## config.mk

```make
export PLATFORM = sky130hd
export DESIGN_NAME = piso_serializer
export DESIGN_NICKNAME = d
export VERILOG_FILES = /design/src/rtl/piso_pkg.sv /design/src/rtl/piso_serializer.sv
export SDC_FILE = /design/constraint.sdc
export NUM_CORES = 1
export LEC_CHECK = 0
export CORE_UTILIZATION = 49
export DETAILED_ROUTE_END_ITERATION = 12
export MAX_ROUTING_LAYER = met4
export PLACE_DENSITY = 0.8
export REMOVE_ABC_BUFFERS = 1
export SYNTH_ARGS = -nofsm -noshare
export SYNTH_HDL_FRONTEND = slang
export SYNTH_SLANG_ARGS = --single-unit
```

## constraint.sdc

```tcl
create_clock -name clock -period 3.21 [get_ports clock]
set_input_delay 0.642 -clock clock [delete_from_list [all_inputs] [get_ports clock]]
set_output_delay 0.642 -clock clock [all_outputs]
set_load 0.01 [all_outputs]
```

## src/rtl/piso_pkg.sv

```systemverilog
// Shared types and helpers for the parallel-in, serial-out serializer.
package piso_pkg;

    // Two-state frame controller: waiting for a word, or shifting one out.
    typedef enum logic {
        IDLE  = 1'b0,
        SHIFT = 1'b1
    } state_t;

    // Bit counter width. It is sized for WIDTH+1 values so that the parity
    // slot index (WIDTH) is representable in the parity build.
    function automatic int unsigned cnt_width(input int unsigned width);
        return $clog2(width + 1);
    endfunction

endpackage : piso_pkg

```

## src/rtl/piso_serializer.sv

```systemverilog
// Parallel-in, serial-out converter with valid/ready on both sides.
// A WIDTH-bit word is loaded when in_valid & in_ready, then emitted one bit
// per accepted serial cycle, with ser_last on the final bit of the frame.
// Optional feature macro: PISO_PARITY_EN appends one even-parity bit to each
// frame (FRAME = WIDTH+1); without it FRAME = WIDTH and no parity logic exists.
module piso_serializer
    import piso_pkg::*;
#(
    parameter int WIDTH     = 8,
    parameter bit MSB_FIRST = 1'b1
) (
    input  logic             clock,
    input  logic             reset,
    input  logic [WIDTH-1:0] in_data,
    input  logic             in_valid,
    output logic             in_ready,
    output logic             ser_out,
    output logic             ser_valid,
    input  logic             ser_ready,
    output logic             ser_last,
    output logic             busy
);

    localparam int CW = cnt_width(WIDTH);

`ifdef PISO_PARITY_EN
    localparam int FRAME = WIDTH + 1;
`else
    localparam int FRAME = WIDTH;
`endif

    localparam logic [CW-1:0] LAST_CNT = CW'(FRAME - 1);

    state_t           state_q;
    state_t           state_d;
    logic [WIDTH-1:0] shift_q;
    logic [WIDTH-1:0] shift_next;
    logic [CW-1:0]    cnt_q;
    logic             load;
    logic             accept;
    logic             data_bit;

`ifdef PISO_PARITY_EN
    logic             parity_q;
`endif

    // Next-state and handshake outputs; in_ready is the only path that is
    // combinational from an input (ser_ready), which enables zero-gap frames.
    // NOTE: every signal gets a default before the case so no latch is inferred.
    always_comb begin
        state_d   = state_q;
        ser_valid = 1'b0;
        busy      = 1'b0;
        ser_last  = 1'b0;
        in_ready  = 1'b0;
        load      = 1'b0;
        accept    = 1'b0;

        case (state_q)
            IDLE: begin
                in_ready = 1'b1;
                load     = in_valid;
                if (load) begin
                    state_d = SHIFT;
                end
            end
            SHIFT: begin
                ser_valid = 1'b1;
                busy      = 1'b1;
                ser_last  = (cnt_q == LAST_CNT);
                in_ready  = ser_last && ser_ready;
                accept    = ser_ready;
                load      = in_valid && in_ready;
                if (accept && ser_last && !load) begin
                    state_d = IDLE;
                end
            end
            default: begin
                state_d = IDLE;
            end
        endcase
    end

    // State register.
    // NOTE: sequential state uses non-blocking assignments so every flop
    // samples pre-edge values regardless of block ordering.
    always_ff @(posedge clock or posedge reset) begin
        if (reset) begin
            state_q <= IDLE;
        end else begin
            state_q <= state_d;
        end
    end

    // Shift toward the output end with zero fill.
    always_comb begin
        shift_next = shift_q;
        if (MSB_FIRST) begin
            shift_next = {shift_q[WIDTH-2:0], 1'b0};
        end else begin
            shift_next = {1'b0, shift_q[WIDTH-1:1]};
        end
    end

    // Shift register and bit counter: a load wins over a bit accept, since a
    // load during SHIFT only happens on the accept of the last bit.
    // NOTE: the shift register is reset explicitly so ser_out reads 0 from reset.
    always_ff @(posedge clock or posedge reset) begin
        if (reset) begin
            shift_q <= '0;
            cnt_q   <= '0;
        end else if (load) begin
            shift_q <= in_data;
            cnt_q   <= '0;
        end else if (accept) begin
            shift_q <= shift_next;
            cnt_q   <= ser_last ? '0 : cnt_q + CW'(1);
        end
    end

    assign data_bit = MSB_FIRST ? shift_q[WIDTH-1] : shift_q[0];

`ifdef PISO_PARITY_EN
    // Even parity of the word is captured at load and sent in slot WIDTH.
    always_ff @(posedge clock or posedge reset) begin
        if (reset) begin
            parity_q <= 1'b0;
        end else if (load) begin
            parity_q <= ^in_data;
        end
    end

    assign ser_out = (cnt_q == CW'(WIDTH)) ? parity_q : data_bit;
`else
    assign ser_out = data_bit;
`endif

endmodule : piso_serializer

```

# After elaboration in Yosys (flattened, before gate mapping)
# Cells that the tools add are included.
# word_totals
ff_bits,13
latchBits,0
ram_bits,0
rom_bits,0
inputBits,12
out_inout_bits,5
wordCells,24
mem_count,0
# op_classes
addsub,1
mul,0
div,0
order_cmp,0
n_eq_ne,1
shifts,0
muxes,13
bitwise_logic,1
reduce_logical,5
# op_table
cell,count
$mux W8,2
$mux W4,3
$pmux W1 S2,3
$mux W1,5
$add A4 B1 Y4 const B,1
$eq A4 B3 Y1 const B,1
$logic_and A1 B1 Y1,3
$reduce_bool A2 Y1,1
$logic_not A1 Y1,1
$not A1 Y1,1

# Logic depth before layout (Yosys ltp)
# logic_depth
word_depth,7
ltp_mapped,4
mapped_depth_nobuf,4

# Worst setup path after synthesis
# Ideal clock, no wire load.
# synth_timing
path_kind,flip-flop to output port
start,register cnt_q[0]
end,output ser_last
arrival_time_ns,1.021
required_ns,2.568
path_slack_ns,1.547
stages_incl_launch_ff,4
path_buffers,0
cell_sequence,dfrtp_1 > ha_1 > and3b_1 > and2_1
# synth_via
elab_chain_cells,2
# synth_lines
item,line_no,text
from (decl),piso_serializer.sv:38,logic [CW-1:0] cnt_q;
from (signal assigned),piso_serializer.sv:117,cnt_q <= ser_last ? '0 : cnt_q + CW'(1);
$eq A4 B3 Y1,piso_serializer.sv:70,ser_last = (cnt_q == LAST_CNT);
$mux W1,piso_serializer.sv:59,case (state_q)
to (decl),piso_serializer.sv:20,"output logic ser_last,"
# No other way between the ends.

# Final worst setup path
# layout_timing
start,input ser_ready
end,output in_ready
# layout_via
elab_chain_cells,2
# layout_lines
item,line_no,text
from (decl),piso_serializer.sv:19,"input logic ser_ready,"
$logic_and A1 B1 Y1,piso_serializer.sv:71,in_ready = ser_last && ser_ready;
$pmux W1 S2,piso_serializer.sv:59,
to (decl),piso_serializer.sv:16,"output logic in_ready,"
# No other way between the ends.

==> results by group <==
Hold path
  • WHS Endpoint: shift_q[4]
  • Worst Min Path Start: shift_q[3]
  • Worst hold stages: 1
  • Hold Path Class: flop to flop

Logic synthesis
  • Top area cells in the synthesized netlist: dfrtp_1, a221o_1, and2_2
  • Count leader, synth: dfrtp_1
  • Mapped Cells: 57
  • Synth area leader: dfrtp_1
  • Syn avg cell area: 11.63 sq um
  • Distinct cell type count after synthesis: 24
  • Top cell type's share of synthesized area: 49.06%
  • Post-synth top flop: dfrtp_1
  • Synth warn: 0
  • Post-synth EDFFs: 0
  • Sequential-to-total area share from yosys stat: 49.06%
  • Post-synth top cells: dfrtp_1, a221o_1, and2_2, nand2_1, nand3_1
  • Seq cells post-synth: 13
  • Ys async rst share: 100.0%
  • Post-Syn Area: 663.1 sq um

Clock network
  • Post-cts resize count: 0
  • CTS tree: yes
  • Root Buffer: clkbuf_4
  • # hold bufs at CTS: 0
  • CTS Buf Count: 3
  • CTS Sinks: 13
  • CTS clk-pin slew, worst paths: 80 ps
  • H-tree lvl count: 1
  • Clk buf depth: 2
  • Post-CTS Setup Inserts: 0
  • Worst-Skew Late Latency: between 200 and 300 ps

Timing
  • Setup Skew: roughly 2.8 ps
  • Fin Setup TNS: 0 ps
  • Slew headroom: between 60% and 70%
  • RSZ-0062 raised after global routing: no
  • Worst slew pin tran: between 400 and 500 ps
  • Tcrit/Tclk final: between 80% and 90%
  • Final Hold Fails: 0
  • Minimum clock period: approximately 2800 ps
  • Max Slew Vio Count: 0
  • F_max: between 0.3 and 0.4 GHz
  • # setup viols final: 0

Worst setup path
  • Worst r2r path cells: 4
  • CP Max Fanout: 7
  • Reg-to-Reg End: shift_q[3]
  • CP Launch Type: input port
  • R2R setup slack: between 1500 and 2000 ps
  • R2r startpoint: cnt_q[0]
  • CP Capture Type: output port
  • Kind of critical path: input port to output port
  • CP Data Arrival Time: 2130 ps
  • Req. time, crit path: approximately 2600 ps

Global route
  • GRT Overall Usage: 23.78%
  • Initial antenna violation count: 0
  • Congestion Overflow GR: 0
  • First-pass GRT wire length: 2194 microns
  • Vias in the first global route: between 400 and 500
  • Largest net degree at the start of global routing: 14

Floorplan
  • I/O pins: 17
  • DIE WIDTH: 38.79 microns
  • # rows: 12
  • Core area: about 1200 sq um
  • Initial Utilization: around 56%
  • DIE AREA: 1504 sq um
  • Die height: approximately 39 microns

Run
  • Max-cap viol count: 0

Route
  • Wire per inst: ~15 microns
  • 1st-iter DRT viols: 11
  • Routed vias: around 520
  • DRT antenna net count: 0
  • DRT Wirelength: 1331 microns
  • Detailed-router iteration count before antenna repair: 4
  • Vias per Instance: roughly 5.8
  • DRC violations left: 0

Pwr
  • Leakage: 0.3774 nW
  • PwrDens: about 700 nW/um^2
  • Max rail drop VDD: 0.4163 mV

Cells and area
  • Layout Cells excl Fill: 89
  • Antenna diodes: 0
  • Share of cells above drive strength 1: between 10% and 20%
  • Area growth syn-to-layout: 28.87%
  • Number of fill cells in the layout: 89
  • Final #Nets: 89

Placed design
  • Placed Instances: 85
  • GPL Wtd Cong: ~0.83
  • Buffers on Ports: 16
  • DPL Wire Length: just over 900 microns

Status
  • Run status: finished, final reports clean
==> per-layer routing <==
metal,track usage (%),vias to the layer above,routed length [microns]
li1,-,250,-
met1,29.26,247,649
met2,35.00,16,594
met3,5.202,4,54
met4,15.52,0,33
met5,-,-,0
==> worst max-delay path by stage <==
| stage | startpoint | end |
|---|---|---|
| finish | ser_ready | in_ready |
| global route | ser_ready | in_ready |
| CTS | ser_ready | in_ready |
| detailed placement | ser_ready | in_ready |
| global placement | ser_ready | in_ready |
| floorplan | cnt_q[0] | ser_last |
==> flip-flops by register name, indices dropped and copies added, names as in the netlist <==
name     flops
shift_q      8
state_q      1
cnt_q        4
==> layout make-up <==
type / count / area [sq um] / share of cell area, %
Clock buffer: 4 / 26.28 / 3.075
Inverter: 2 / 7.507 / 0.8785
Multi-Input combinational cell: 40 / 317.8 / 37.19
Sequential cell: 13 / 325.3 / 38.07
Tap cell: 14 / 17.52 / 2.050
Timing Repair Buffer: 16 / 160.2 / 18.74
==> kinds of logic (layout without fill, tap and decap cells) <==
logic type / count (synthesis) / after routing / share of synthesized area (%)
AOI/OAI and AO/OA: 18 / 18 / 25.29
adders and majority gates: 1 / 1 / 1.886
buffers and inverters: 4 / 22 / 3.019
DFF: 13 / 13 / 49.06
muxes: 1 / 1 / 2.075
and+or+nand+nor: 20 / 20 / 18.68
==> report_power, final <==
group	switching (mW)	leakage (nW)	internal, mW
combinational	0.0921	0.196	0.126
sequential	0.0483	0.167	0.225
clock	0.0595	0.0150	0.0483
==> cells in the final DEF, fill, tap and decap left out, types with 2 or more instances in the layout <==
cell type / instances
clkdlybuf4s50_1: 16
dfrtp_1: 13
a221o_1: 7
and2_2: 6
nand2_1: 4
nand3_1: 4
clkbuf_4: 3
a21oi_2: 2
and2_1: 2
inv_1: 2
o21ai_0: 2
==> worst max-delay path, cell delays in order <==
cell,delay [ps]
clkdlybuf4s50_1,610
nand4b_1,210
nand2_1,140
clkdlybuf4s50_1,540
==> per-stage QoR <==
stage,hold WS [ps],area (sq um),utilization (%),setup slack (ps),power [mW]
floorplan,471.1,650.6,-,1547,0.4125
global placement,485.3,828.3,69.83,466.4,0.4835
detailed placement,489.3,828.3,69.83,437.0,0.4936
CTS,511.0,854.6,72.05,435.3,0.5973
global route,534.9,854.6,72.05,325.7,0.6387
finish,511.1,854.6,72.05,435.1,0.5987
(Power assumes the default switching activity.)
